[config.mk]
export PLATFORM = sky130hd
export DESIGN_NAME = mesi_req_master
export DESIGN_NICKNAME = d
export VERILOG_FILES = /design/src/rtl/mesi_pkg.sv /design/src/rtl/mesi_cmd_fifo.sv /design/src/rtl/mesi_req_master.sv
export SDC_FILE = /design/constraint.sdc
export NUM_CORES = 1
export LEC_CHECK = 0
export BUFFER_PORTS_ARGS = -buffer_cell sky130_fd_sc_hd__buf_2
export CAP_MARGIN = 5
export CORE_ASPECT_RATIO = 1.2
export CORE_MARGIN = 8
export CORE_UTILIZATION = 50
export DETAILED_ROUTE_END_ITERATION = 16
export GPL_ROUTABILITY_DRIVEN = 0
export GPL_TIMING_DRIVEN = 0
export HOLD_SLACK_MARGIN = 0.15
export PLACE_DENSITY = 0.71
export SLEW_MARGIN = 10
export SYNTH_ARGS = -nofsm -noshare
export SYNTH_HDL_FRONTEND = slang
export SYNTH_SLANG_ARGS = --single-unit
[constraint.sdc]
create_clock -name clk -period 4.1 [get_ports clk]
set_clock_uncertainty 0.15 [all_clocks]
set_input_delay 0.82 -clock clk [delete_from_list [all_inputs] [get_ports clk]]
set_output_delay 0.82 -clock clk [all_outputs]
set_load 0.005 [all_outputs]
[src/rtl/mesi_pkg.sv]
// Shared types and constants for the MESI request master and its command queue.
package mesi_pkg;

    typedef enum logic [1:0] {
        ST_IDLE  = 2'd0,
        ST_ISSUE = 2'd1,
        ST_WAIT  = 2'd2,
        ST_CPL   = 2'd3
    } mesi_state_e;

    localparam int RESP_DONE  = 0;
    localparam int RESP_ERR   = 1;

    localparam int ADDR_W_DEF = 20;
    localparam int DATA_W_DEF = 32;

endpackage

[src/rtl/mesi_cmd_fifo.sv]
// Command queue for the request master: power-of-two depth, storing {write, addr, wdata}.
module mesi_cmd_fifo #(
    parameter int WIDTH = 53,
    parameter int DEPTH = 4
) (
    input  logic             clk,
    input  logic             rst,
    input  logic             push,
    input  logic             pop,
    input  logic [WIDTH-1:0] din,
    output logic             full,
    output logic             empty,
    output logic [WIDTH-1:0] head
);

    localparam int PTR_W = $clog2(DEPTH);

    logic [WIDTH-1:0] r_mem [DEPTH];
    logic [PTR_W-1:0] r_wptr;
    logic [PTR_W-1:0] r_rptr;
    logic [PTR_W:0]   r_count;
    logic             w_push;
    logic             w_pop;

    // Full is judged on the registered count, so a pop never frees a slot for the same-cycle push.
    assign full   = (r_count == (PTR_W + 1)'(DEPTH));
    assign empty  = (r_count == '0);
    assign head   = r_mem[r_rptr];
    assign w_push = push && !full;
    assign w_pop  = pop && !empty;

    always_ff @(posedge clk) begin
        if (w_push) begin
            r_mem[r_wptr] <= din;
        end
    end

    always_ff @(posedge clk or posedge rst) begin
        if (rst) begin
            r_wptr  <= '0;
            r_rptr  <= '0;
            r_count <= '0;
        end else begin
            if (w_push) begin
                r_wptr <= r_wptr + 1'b1;
            end
            if (w_pop) begin
                r_rptr <= r_rptr + 1'b1;
            end
            case ({w_push, w_pop})
                2'b10:   r_count <= r_count + 1'b1;
                2'b01:   r_count <= r_count - 1'b1;
                default: r_count <= r_count;
            endcase
        end
    end

endmodule

[src/rtl/mesi_req_master.sv]
// Queues cache commands and drives them one at a time onto the cache request channels,
// returning a completion (with error/timeout status) for each.
//
// state    | meaning
// ST_IDLE  | waiting for a queued command; pops the head when one is present
// ST_ISSUE | one cycle of awvalid+wvalid (write) or arvalid (read)
// ST_WAIT  | waiting for the matching response, bounded by TIMEOUT cycles
// ST_CPL   | completion presented until cpl_ready
module mesi_req_master
    import mesi_pkg::*;
#(
    parameter int ADDR_W     = ADDR_W_DEF,
    parameter int DATA_W     = DATA_W_DEF,
    parameter int FIFO_DEPTH = 4,
    parameter int TIMEOUT    = 64
) (
    input  logic              clk,
    input  logic              rst,
    input  logic              cmd_valid,
    output logic              cmd_ready,
    input  logic              cmd_write,
    input  logic [ADDR_W-1:0] cmd_addr,
    input  logic [DATA_W-1:0] cmd_wdata,
    output logic              cpl_valid,
    input  logic              cpl_ready,
    output logic              cpl_write,
    output logic [DATA_W-1:0] cpl_rdata,
    output logic              cpl_err,
    output logic              cpl_timeout,
    output logic [ADDR_W-1:0] data_addr,
    output logic [DATA_W-1:0] wdata,
    output logic              awvalid,
    output logic              wvalid,
    output logic              arvalid,
    input  logic [1:0]        w_resp,
    input  logic [1:0]        r_resp,
    input  logic [DATA_W-1:0] rdata
);

    localparam int CMD_W = 1 + ADDR_W + DATA_W;
    localparam int CNT_W = $clog2(TIMEOUT + 1);

    mesi_state_e       r_state;
    logic              r_cmd_write;
    logic [ADDR_W-1:0] r_cmd_addr;
    logic [DATA_W-1:0] r_cmd_wdata;
    logic [CNT_W-1:0]  r_tmo_cnt;
    logic              r_cpl_write;
    logic              r_cpl_err;
    logic              r_cpl_timeout;
    logic [DATA_W-1:0] r_cpl_rdata;

    logic              w_full;
    logic              w_empty;
    logic              w_push;
    logic              w_pop;
    logic [CMD_W-1:0]  w_head;
    logic              w_head_write;
    logic [ADDR_W-1:0] w_head_addr;
    logic [DATA_W-1:0] w_head_wdata;
    logic [1:0]        w_resp_sel;
    logic              w_done;
    logic              w_busy;

    assign cmd_ready = !w_full;
    assign w_push    = cmd_valid && !w_full;
    assign w_pop     = (r_state == ST_IDLE) && !w_empty;

    mesi_cmd_fifo #(
        .WIDTH (CMD_W),
        .DEPTH (FIFO_DEPTH)
    ) u_cmd_fifo (
        .clk   (clk),
        .rst   (rst),
        .push  (w_push),
        .pop   (w_pop),
        .din   ({cmd_write, cmd_addr, cmd_wdata}),
        .full  (w_full),
        .empty (w_empty),
        .head  (w_head)
    );

    assign {w_head_write, w_head_addr, w_head_wdata} = w_head;

    // Only the response channel matching the command type is looked at.
    assign w_resp_sel = r_cmd_write ? w_resp : r_resp;
    assign w_done     = w_resp_sel[RESP_DONE];
    assign w_busy     = (r_state == ST_ISSUE) || (r_state == ST_WAIT);

    assign awvalid     = (r_state == ST_ISSUE) && r_cmd_write;
    assign wvalid      = (r_state == ST_ISSUE) && r_cmd_write;
    assign arvalid     = (r_state == ST_ISSUE) && !r_cmd_write;
    assign data_addr   = w_busy ? r_cmd_addr  : '0;
    assign wdata       = w_busy ? r_cmd_wdata : '0;
    assign cpl_valid   = (r_state == ST_CPL);
    assign cpl_write   = r_cpl_write;
    assign cpl_err     = r_cpl_err;
    assign cpl_timeout = r_cpl_timeout;
    assign cpl_rdata   = r_cpl_rdata;

    always_ff @(posedge clk or posedge rst) begin
        if (rst) begin
            r_state       <= ST_IDLE;
            r_cmd_write   <= 1'b0;
            r_cmd_addr    <= '0;
            r_cmd_wdata   <= '0;
            r_tmo_cnt     <= '0;
            r_cpl_write   <= 1'b0;
            r_cpl_err     <= 1'b0;
            r_cpl_timeout <= 1'b0;
            r_cpl_rdata   <= '0;
        end else begin
            case (r_state)
                ST_IDLE: begin
                    if (!w_empty) begin
                        r_cmd_write <= w_head_write;
                        r_cmd_addr  <= w_head_addr;
                        r_cmd_wdata <= w_head_wdata;
                        r_tmo_cnt   <= '0;
                        r_state     <= ST_ISSUE;
                    end
                end
                ST_ISSUE, ST_WAIT: begin
                    // A response in the final WAIT cycle takes priority over the timeout.
                    if (w_done) begin
                        r_cpl_write   <= r_cmd_write;
                        r_cpl_err     <= w_resp_sel[RESP_ERR];
                        r_cpl_timeout <= 1'b0;
                        r_cpl_rdata   <= r_cmd_write ? '0 : rdata;
                        r_state       <= ST_CPL;
                    end else if (r_state == ST_ISSUE) begin
                        r_state <= ST_WAIT;
                    end else if (r_tmo_cnt == CNT_W'(TIMEOUT - 1)) begin
                        r_cpl_write   <= r_cmd_write;
                        r_cpl_err     <= 1'b1;
                        r_cpl_timeout <= 1'b1;
                        r_cpl_rdata   <= '0;
                        r_state       <= ST_CPL;
                    end else begin
                        r_tmo_cnt <= r_tmo_cnt + 1'b1;
                    end
                end
                ST_CPL: begin
                    if (cpl_ready) begin
                        r_state <= ST_IDLE;
                    end
                end
                default: r_state <= ST_IDLE;
            endcase
        end
    end

endmodule

After elaboration in Yosys (flattened, before gate mapping)
Memories as Yosys holds them, arrays and structs flattened. A register that Yosys moved wholly into a read port is not among the register bits.
Index checks and enable logic that the tools add are counted.
W data, S select, Z words.
{"block": "word_totals", "ff_bits": 51, "ram_bits": 212, "elab_cells": 78, "n_memories": 1}
{"block": "classes", "addsub": 5, "n_eq_ne": 14, "mux": 28, "bitwise_logic": 1, "reduce_logical": 20}
{"memory": "u_cmd_fifo.r_mem", "words": 4, "width": 53, "rd": 1, "rd_ports_with_merged_regs": 1, "wr": 1, "line_no": "mesi_cmd_fifo.sv:18", "text": "logic [WIDTH-1:0] r_mem [DEPTH];"}
{"operator": "$mux W32", "count": 5}
{"operator": "$mux W7", "count": 4}
{"operator": "$mux W20", "count": 1}
{"operator": "$pmux W7 S2", "count": 1}
{"operator": "$mux W2", "count": 6}
{"operator": "$ne A2 B2 Y1 const B", "count": 5}
{"operator": "$mux W1", "count": 9}
{"operator": "$add A7 B1 Y7 const B", "count": 1}
{"operator": "$eq A7 B6 Y1 const B", "count": 1}
{"operator": "$eq A2 B2 Y1 const B", "count": 3}
{"operator": "$logic_and A1 B1 Y1", "count": 6}
{"operator": "$pmux W2 S3", "count": 1}
{"operator": "$pmux W3 S2", "count": 1}
{"operator": "$reduce_and A3 Y1", "count": 2}
{"operator": "$reduce_bool A2 Y1", "count": 3}
{"operator": "$reduce_and A5 Y1", "count": 1}
{"operator": "$add A2 B1 Y2 const B", "count": 2}
{"operator": "$eq A2 B1 Y1 const B", "count": 2}
{"operator": "$ne A4 B4 Y1 const B", "count": 1}
{"operator": "$add A3 B1 Y3 const B", "count": 1}
{"operator": "$eq A3 B3 Y1 const B", "count": 1}
{"operator": "$logic_not A1 Y1", "count": 3}
{"operator": "$logic_not A3 Y1", "count": 1}
{"operator": "$sub A3 B1 Y3 const B", "count": 1}
{"operator": "other kinds (6)", "count": 6}

Longest topological paths before layout
Gate-level depths: netlist of run 1.
{"block": "depth", "word_depth": 6, "mapped_depth": 10, "depth_no_buf": 9}

By module
A second synthesis of run 1 with hierarchy kept.
{"block": "hier_totals", "hier_cells": 651, "area_unflattened_um2": 12420.7}
{"mod": "mesi_cmd_fifo", "instances": 1, "cells_each": 315, "area_each_um2": 8145.3}
{"mod": "mesi_req_master", "instances": 1, "cells_each": 336, "area_each_um2": 4275.4}

Least setup slack after synthesis of run 1
Ideal clock, no wire load.
{"block": "synth_timing", "path_kind": "input to register", "from": "input port cmd_valid", "to": "memory u_cmd_fifo.r_mem[0][0] (enable)", "arrival_time_ns": 2.118, "required_ns": 3.534, "setup_slack_ns": 1.416, "path_stages": 1, "path_buffers": 0, "path_cell_list": "and3_1"}
{"block": "synth_via", "elab_chain_len": 4}
{"item": "start: declaration", "line_no": "mesi_req_master.sv:19", "text": "input logic cmd_valid,"}
{"item": "$logic_and A1 B1 Y1", "line_no": "mesi_req_master.sv:66", "text": "assign w_push = cmd_valid && !w_full;"}
{"item": "$logic_and A1 B1 Y1", "line_no": "mesi_cmd_fifo.sv:29", "text": "assign w_push = push && !full;"}
{"item": "$mux W1", "line_no": "mesi_cmd_fifo.sv:33", "text": "if (w_push) begin"}
{"item": "$mux W1 (implied by the code)", "line_no": "mesi_cmd_fifo.sv:34", "text": "r_mem[r_wptr] <= din;"}
{"item": "end: declaration", "line_no": "mesi_cmd_fifo.sv:18"}
Every way passes these cells.

Final worst setup path of run 1
{"block": "layout_timing", "from": "register r_state[0]", "to": "output port wdata[4]"}
{"block": "layout_via", "elab_chain_len": 3, "elab_cells_between_ends": 4, "classes_between": "2 x eq/ne; 1 x mux; 1 x reduce/logical"}
{"item": "start: declaration", "line_no": "mesi_req_master.sv:43", "text": "mesi_state_e r_state;"}
{"item": "start signal: assignment", "line_no": "mesi_req_master.sv:103", "text": "r_state <= ST_IDLE;"}
{"item": "start signal: assignment", "line_no": "mesi_req_master.sv:120", "text": "r_state <= ST_ISSUE;"}
{"item": "start signal: assignment", "line_no": "mesi_req_master.sv:130", "text": "r_state <= ST_CPL;"}
{"item": "$eq A2 B1 Y1 / $eq A2 B2 Y1 (equally long branches)", "line_no": "mesi_req_master.sv:88", "text": "assign w_busy = (r_state == ST_ISSUE) || (r_state == ST_WAIT);"}
{"item": "$logic_or A1 B1 Y1 (*)", "line_no": "mesi_req_master.sv:88"}
{"item": "$mux W32 (*)", "line_no": "mesi_req_master.sv:94", "text": "assign wdata = w_busy ? r_cmd_wdata : '0;"}
{"item": "end: declaration", "line_no": "mesi_req_master.sv:31", "text": "output logic [DATA_W-1:0] wdata,"}
Every way passes the cells marked *; elsewhere a longest branch is shown, timed or not.

==> flow_metrics.env, run 1 <==
export IMPL_path_cells="inv_1, ha_1, buf_2, clkbuf_1, clkbuf_1, and2_1, buf_2"
export IMPL_die_area_mm2=0.0298
export IMPL_power_leakage_nw=6.10
export IMPL_crit_path_end_kind="output pin"
export IMPL_whs_path_depth=2
export IMPL_final_layout_size_suffix_gt1_share_pct=32.6
export IMPL_avgSynthCellArea_um2=16.5
export IMPL_cp_max_fo=10
export IMPL_slowest_delay_ns=0.46
export IMPL_wl_um=25500
export IMPL_ys_top_cells_by_count="edfxtp_1 (212), nand2_1 (168), dfrtp_1 (104)"
export IMPL_die_y_um=188
export IMPL_rr_worst_depth=8
export IMPL_cts_root_buf="clkbuf_16"
export IMPL_slowest_stage="clkbuf_1"
export IMPL_port_buffers=184
export IMPL_max_slew_margin_rel_pct=54.8
export IMPL_netlist_instances=742
export IMPL_tritoncts="done"
export IMPL_drt_iter0_markers=462
export IMPL_startpoint_type="flip-flop"
export IMPL_setup_viol=0
export IMPL_grt_setup_unrepaired="no"
export IMPL_route_detailed_drc=0
export IMPL_cp_arrival_ns=2.78
export IMPL_htree_levels=1
export IMPL_synthesis_area_mm2=0.0123
export IMPL_yosysMostFrequentCell="edfxtp_1"
export IMPL_place_area_mm2=0.0137
export IMPL_cp_num_buf_inv=5
export IMPL_fmax_mhz=267
export IMPL_ys_ff_latch=316
export IMPL_track_usage_pct=17.2
export IMPL_final_antenna_net_count=0
export IMPL_power_per_cell_area_mw_per_mm2=772
export IMPL_cts_buffers=30
export IMPL_setup_worst_path_class="reg2out"
export IMPL_synth_top_area_share_pct=51.9
export IMPL_run_status="finished, final reports clean"
export IMPL_antenna_found_initial=8
export IMPL_crit_family="buffers and inverters"
export IMPL_fin_nets=1068
export IMPL_dr_total_vias=6886
export IMPL_grt_overflow=0
export IMPL_finalCriticalPeriod_ns=3.75
export IMPL_clk_transition_reported_paths_ns=0.06
export IMPL_cp_depth=7
export IMPL_yosysTopAreaCell="edfxtp_1"
export IMPL_async_flop_share_pct=32.9
export IMPL_initial_core_util_pct=50.2
export IMPL_clock_sinks=316
export IMPL_synth_edf_count=212
export IMPL_peakVddDrop_uv=442
export IMPL_dp_hpwl_um=16800
export IMPL_syn_to_final_growth_pct=20.5
export IMPL_hold_viol=0
export IMPL_hold_path_class="reg2reg"
export IMPL_p_total_mw=11.4
export IMPL_cts_buffer_depth=3
export IMPL_grt_max_degree=71
export IMPL_worst_pin_slew_ns=0.678
export IMPL_coreArea_mm2=0.0244
export IMPL_firstDrtPassIters=4
export IMPL_die_w_um=159
export IMPL_clock_latency_ns=0.54
export IMPL_final_core_util_pct=60.5
export IMPL_period_share_pct=91.4
export IMPL_viasPerCell=5.24
export IMPL_core_rowCount=63
export IMPL_yosys_top_cells_area="edfxtp_1 (52%), dfrtp_1 (21%), mux4_2 (9.7%)"
export IMPL_drt_wirelength_per_cell_um=19.4
export IMPL_grt_pass1_vias=7369
export IMPL_synthDistinctLibCells=41
export IMPL_cp_required_ns=3.13
export IMPL_yosysWarnings=0
export IMPL_stdcell_area_mm2=0.0148
export IMPL_yosys_most_used_dff="edfxtp_1"
export IMPL_synth_nets=846
export IMPL_io_pins=185
export IMPL_drv_slew=0
export IMPL_grt_first_pass_wirelength_um=40800
export IMPL_synth_seq_area_share_pct=73.1
export IMPL_cap_viol_max_count=0
==> flip-flops by register name, summed over array words and instances (netlist names), 2 cells and up <==
register / flops
u_cmd_fifo.r_mem: 212
cpl_rdata: 32
r_cmd_wdata: 32
r_cmd_addr: 20
r_tmo_cnt: 7
u_cmd_fifo.r_count: 3
r_state: 2
u_cmd_fifo.r_rptr: 2
u_cmd_fifo.r_wptr: 2
==> layout make-up <==
cell class / instances / area (um2)
tap: 325 / 407
buffer: 38 / 189
clock inverter: 16 / 178
sequential: 316 / 8970
fill: 1864 / 9650
inverter: 11 / 46.3
timing repair buffer: 190 / 1050
multi-input combinational: 377 / 3090
antenna: 1 / 2.50
clock buffer: 40 / 850
==> cells in the final DEF, fill, tap and decap left out, types with 2 or more instances in the layout <==
cell,n
inv_1,9
a31oi_1,5
clkbuf_1,27
buf_6,4
clkinv_1,4
and3_4,4
nand2_1,168
buf_2,191
a22o_1,32
clkinv_2,6
nand3_1,2
buf_1,3
edfxtp_1,212
ha_1,10
clkbuf_16,31
buf_16,3
nand2b_1,2
o21ai_0,5
mux2_2,4
bufinv_16,4
dfrtp_1,104
buf_4,2
nor3_1,2
and2_1,52
nor2_1,6
mux4_2,53
buf_12,2
a41oi_1,2
nor2b_1,2
a21oi_1,5
xnor2_1,5
mux2i_1,2
clkbuf_8,4
mux2_4,2
==> layer usage <==
metal	track usage, %	wire, um
met5	0	85
met4	5.56	629
met3	4.28	1700
met2	28.9	12400
met1	21.8	10600
==> logic make-up (layout without fill, tap and decap cells) <==
family | count (synthesis) | after routing | synth area share [%]
adder cells (fa/ha/maj) | 11 | 11 | 1.18
other | 0 | 1 | 0
buffers and inverters | 49 | 295 | 1.88
AND/OR/NAND/NOR | 243 | 243 | 9.08
AO/OA/AOI/OAI | 56 | 56 | 3.83
flip-flops | 316 | 316 | 73.1
multiplexers | 61 | 61 | 10.5
XOR/XNOR | 6 | 6 | 0.428
==> path summary, 6_finish.rpt <==
| path | to | startpoint | slack [ns] |
|---|---|---|---|
| worst max-delay path | wdata[4] | r_state[0] | 0.35 |
| worst min-delay path | r_cmd_addr[18] | r_cmd_addr[18] | 0.31 |
| worst max register to register | u_cmd_fifo.r_count[2] | u_cmd_fifo.r_count[0] | 0.98 |
| worst min register to register | r_cmd_addr[18] | r_cmd_addr[18] | 0.31 |
| max in group asynchronous | r_cmd_addr[7] | rst | 2.45 |
| min in group asynchronous | cpl_rdata[14] | rst | 0.67 |
==> stage by stage <==
step	setup slack [ns]	setup TNS (ns)	cells	hold WS (ns)
final	0.354	0	1314	0.312
after global routing	0.0919	0	1314	0.311
after CTS	0.253	0	1313	0.312
after detailed placement	0.849	0	1256	0.304
after global placement	-1.14	-117.51	1251	0.301
after floorplan	0.398	0	742	0.287
==> what timing repair did <==
action,4_1_cts,5_1_grt
setup buffers,0,0
resized for setup,0,0
endpoints found under the hold margin,34,0
hold buffers,1,0
==> power by group <==
part           internal [mW]  total (mW)  leakage (nW)  switching (mW)
sequential              4.35        4.68          3.25           0.333
clock                   1.70        2.82         0.503            1.13
combinational           1.77        3.91          2.35            2.14
total                   7.82        11.4          6.10            3.60
==> worst reg2reg max path, stage by stage, from the launching register on <==
cell and delay, ns:
dfrtp_1 0.47, o31ai_4 0.64, inv_2 0.25, clkbuf_1 0.35, ha_1 0.33, fa_1 0.44, xnor2_1 0.17, nor2_1 0.06
xor2_1 0.14
Note: power is estimated with default switching activity, not from simulation.
==> run 2: changes to the inputs <==
Settings changed: ABC_AREA set to 1, CORE_ASPECT_RATIO 1.2 to not set.
==> run 2 against run 1 <==
Effect of this change: global-route usage is 3.0 points higher; register-to-register slack improved by 0.27 ns; first-iteration DRC count up 56%; largest power group is now combinational logic; highest routed layer unchanged.
==> flow_metrics.env, run 2 <==
export IMPL_synth_nets=1245
export IMPL_stdcell_area_mm2=0.0153
export IMPL_cts_root_buf="clkbuf_16"
export IMPL_crit_start="r_state[0]"
export IMPL_layout_commonest_cell="nor2_1"
export IMPL_crit_path_end_kind="output pin"
export IMPL_finalCriticalPeriod_ns=3.52
export IMPL_power_leakage_nw=6.47
export IMPL_slowest_delay_ns=0.53
export IMPL_regToRegStartpoint="r_state[1]"
export IMPL_cp_max_fo=10
export IMPL_netlist_instances=1141
export IMPL_slowest_stage="clkbuf_1"
export IMPL_cts_buffers=34
export IMPL_core_rowCount=58
export IMPL_hold_path_class="in2async"
export IMPL_tritoncts="done"
export IMPL_dr_total_vias=9011
export IMPL_drt_iter0_markers=719
export IMPL_grt_max_degree=67
export IMPL_power_per_cell_area_mw_per_mm2=815
export IMPL_crit_family="buffers and inverters"
export IMPL_startpoint_type="flip-flop"
export IMPL_syn_to_final_growth_pct=20.6
export IMPL_yosys_most_used_dff="edfxtp_1"
export IMPL_setup_viol=0
export IMPL_cp_arrival_ns=2.55
export IMPL_avgSynthCellArea_um2=11.1
export IMPL_synthesis_area_mm2=0.0127
export IMPL_period_share_pct=85.8
export IMPL_final_setup_tns_ns=0
export IMPL_clk_transition_reported_paths_ns=0.06
export IMPL_yosysTopAreaCell="edfxtp_1"
export IMPL_yosysMostFrequentCell="nor2_1"
export IMPL_final_layout_size_suffix_gt1_share_pct=20.9
export IMPL_io_pins=185
export IMPL_clock_sinks=316
export IMPL_htree_levels=2
export IMPL_largest_register="u_cmd_fifo.r_mem"
export IMPL_p_total_mw=12.5
export IMPL_die_area_mm2=0.0308
export IMPL_cp_num_buf_inv=5
export IMPL_run_status="finished, final reports clean"
export IMPL_antenna_found_initial=5
export IMPL_ys_ff_latch=316
export IMPL_regArea_mm2=0.00897
export IMPL_hold_viol=0
export IMPL_route_detailed_drc=0
export IMPL_coreArea_mm2=0.0250
export IMPL_path_cells="inv_1, ha_1, buf_2, clkbuf_1, nand2_1, inv_1, buf_2"
export IMPL_ys_top_cells_by_count="nor2_1 (286), edfxtp_1 (212), o21ai_0 (140)"
export IMPL_synth_seq_area_share_pct=70.6
export IMPL_fin_nets=1473
export IMPL_layout_setup_ws_ns=0.582
export IMPL_max_slew_margin_rel_pct=54.8
export IMPL_yosysWarnings=0
export IMPL_firstDrtPassIters=5
export IMPL_cp_required_ns=3.13
export IMPL_largest_reg_flops=212
export IMPL_peakVddDrop_uv=409
export IMPL_viasPerCell=5.22
export IMPL_grt_first_pass_wirelength_um=49000
export IMPL_clock_latency_ns=0.51
export IMPL_async_flop_share_pct=32.9
export IMPL_die_w_um=175
export IMPL_track_usage_pct=20.3
export IMPL_worst_pin_slew_ns=0.676
export IMPL_cap_viol_max_count=0
export IMPL_grt_setup_unrepaired="no"
export IMPL_post_cts_buffers=0
export IMPL_yosys_top_cells_area="edfxtp_1 (50%), dfrtp_1 (20%), nor2_1 (8.5%)"
export IMPL_post_place_ws_ns=1.10
export IMPL_initial_core_util_pct=50.7
export IMPL_setup_worst_path_class="reg2out"
export IMPL_mostFrequentLayoutCells="nor2_1 (282), edfxtp_1 (212), buf_2 (203)"
export IMPL_synth_top_area_share_pct=50.1
export IMPL_grt_overflow=0
export IMPL_synthDistinctLibCells=30
export IMPL_final_antenna_net_count=0
export IMPL_multiInputGateArea_mm2=0.00317
export IMPL_port_buffers=183
export IMPL_dp_hpwl_um=21000
export IMPL_wl_um=31600
export IMPL_die_y_um=175
export IMPL_drt_wirelength_per_cell_um=18.3
export IMPL_cts_resized=0
export IMPL_synth_edf_count=212
export IMPL_cts_buffer_depth=3
export IMPL_drv_slew=0
export IMPL_grt_pass1_vias=9158
export IMPL_fmax_mhz=284
export IMPL_n_fill_cell=2019
export IMPL_cts_hold_buf=0
export IMPL_place_area_mm2=0.0143
==> run 2: final timing paths <==
kind	endpoint	slack, ns	cells after the start
min reg2reg	cpl_rdata[28]	0.33	2
max reg2reg	u_cmd_fifo.r_count[1]	1.25	8
max in group asynchronous	r_cmd_wdata[28]	2.93	3
max	wdata[30]	0.58	7
min in group clk	cpl_rdata[28]	0.33	2
min	r_cmd_wdata[13]	0.19	2
==> run 2: cell families (layout without fill, tap and decap cells) <==
kind of cell	count (synthesis)	count (layout)	share of synthesized area, %
buffers and inverters	144	397	4.65
adders and majority gates	11	11	1.14
muxes	1	1	0.0887
xor gates and xnor gates	6	6	0.414
and+or+nand+nor	454	454	14.0
AOI/OAI and AO/OA	209	209	9.09
DFF	316	316	70.6
other	0	2	0
==> run 2: worst register-to-register path: cells and delay by family, from the launching register on <==
family	cells	cell delay (ns)
buffers and inverters	3	0.83
muxes	1	0.27
DFF	1	0.38
adders and majority gates	3	0.95
and+or+nand+nor	1	0.15
==> run 2: power breakdown <==
group	switching [mW]	leakage, nW	internal [mW]
Sequential	0.351	3.19	4.36
Combinational	3.21	2.77	1.70
Clock	1.20	0.511	1.67
==> run 2: area by class of cell <==
class | count | area share [%]
buffer | 66 | 1.94
clock buffer | 45 | 6.10
antenna | 2 | 0.0327
inverter | 78 | 1.94
tap | 330 | 2.70
clock inverter | 16 | 0.703
multi-input combinational | 681 | 20.7
sequential | 316 | 58.6
timing repair buffer | 192 | 7.31
==> run 2: routing by layer <==
metal  vias up  GRT usage [%]  routed length, um
li1       4323              -                  -
met3        57           4.92               2430
met1      4302           25.1              13100
met5         -              0                 39
met4         6           5.76                601
met2       323           34.9              15500
==> run 2: per-stage QoR <==
step	hold WS, ns	utilization (%)	cells
global route	0.209	61.2	1726
global placement	0.309	56.0	1654
finish	0.185	61.2	1726
floorplan	0.308	-	1141
CTS	0.188	61.1	1724
detailed placement	0.312	57.0	1663
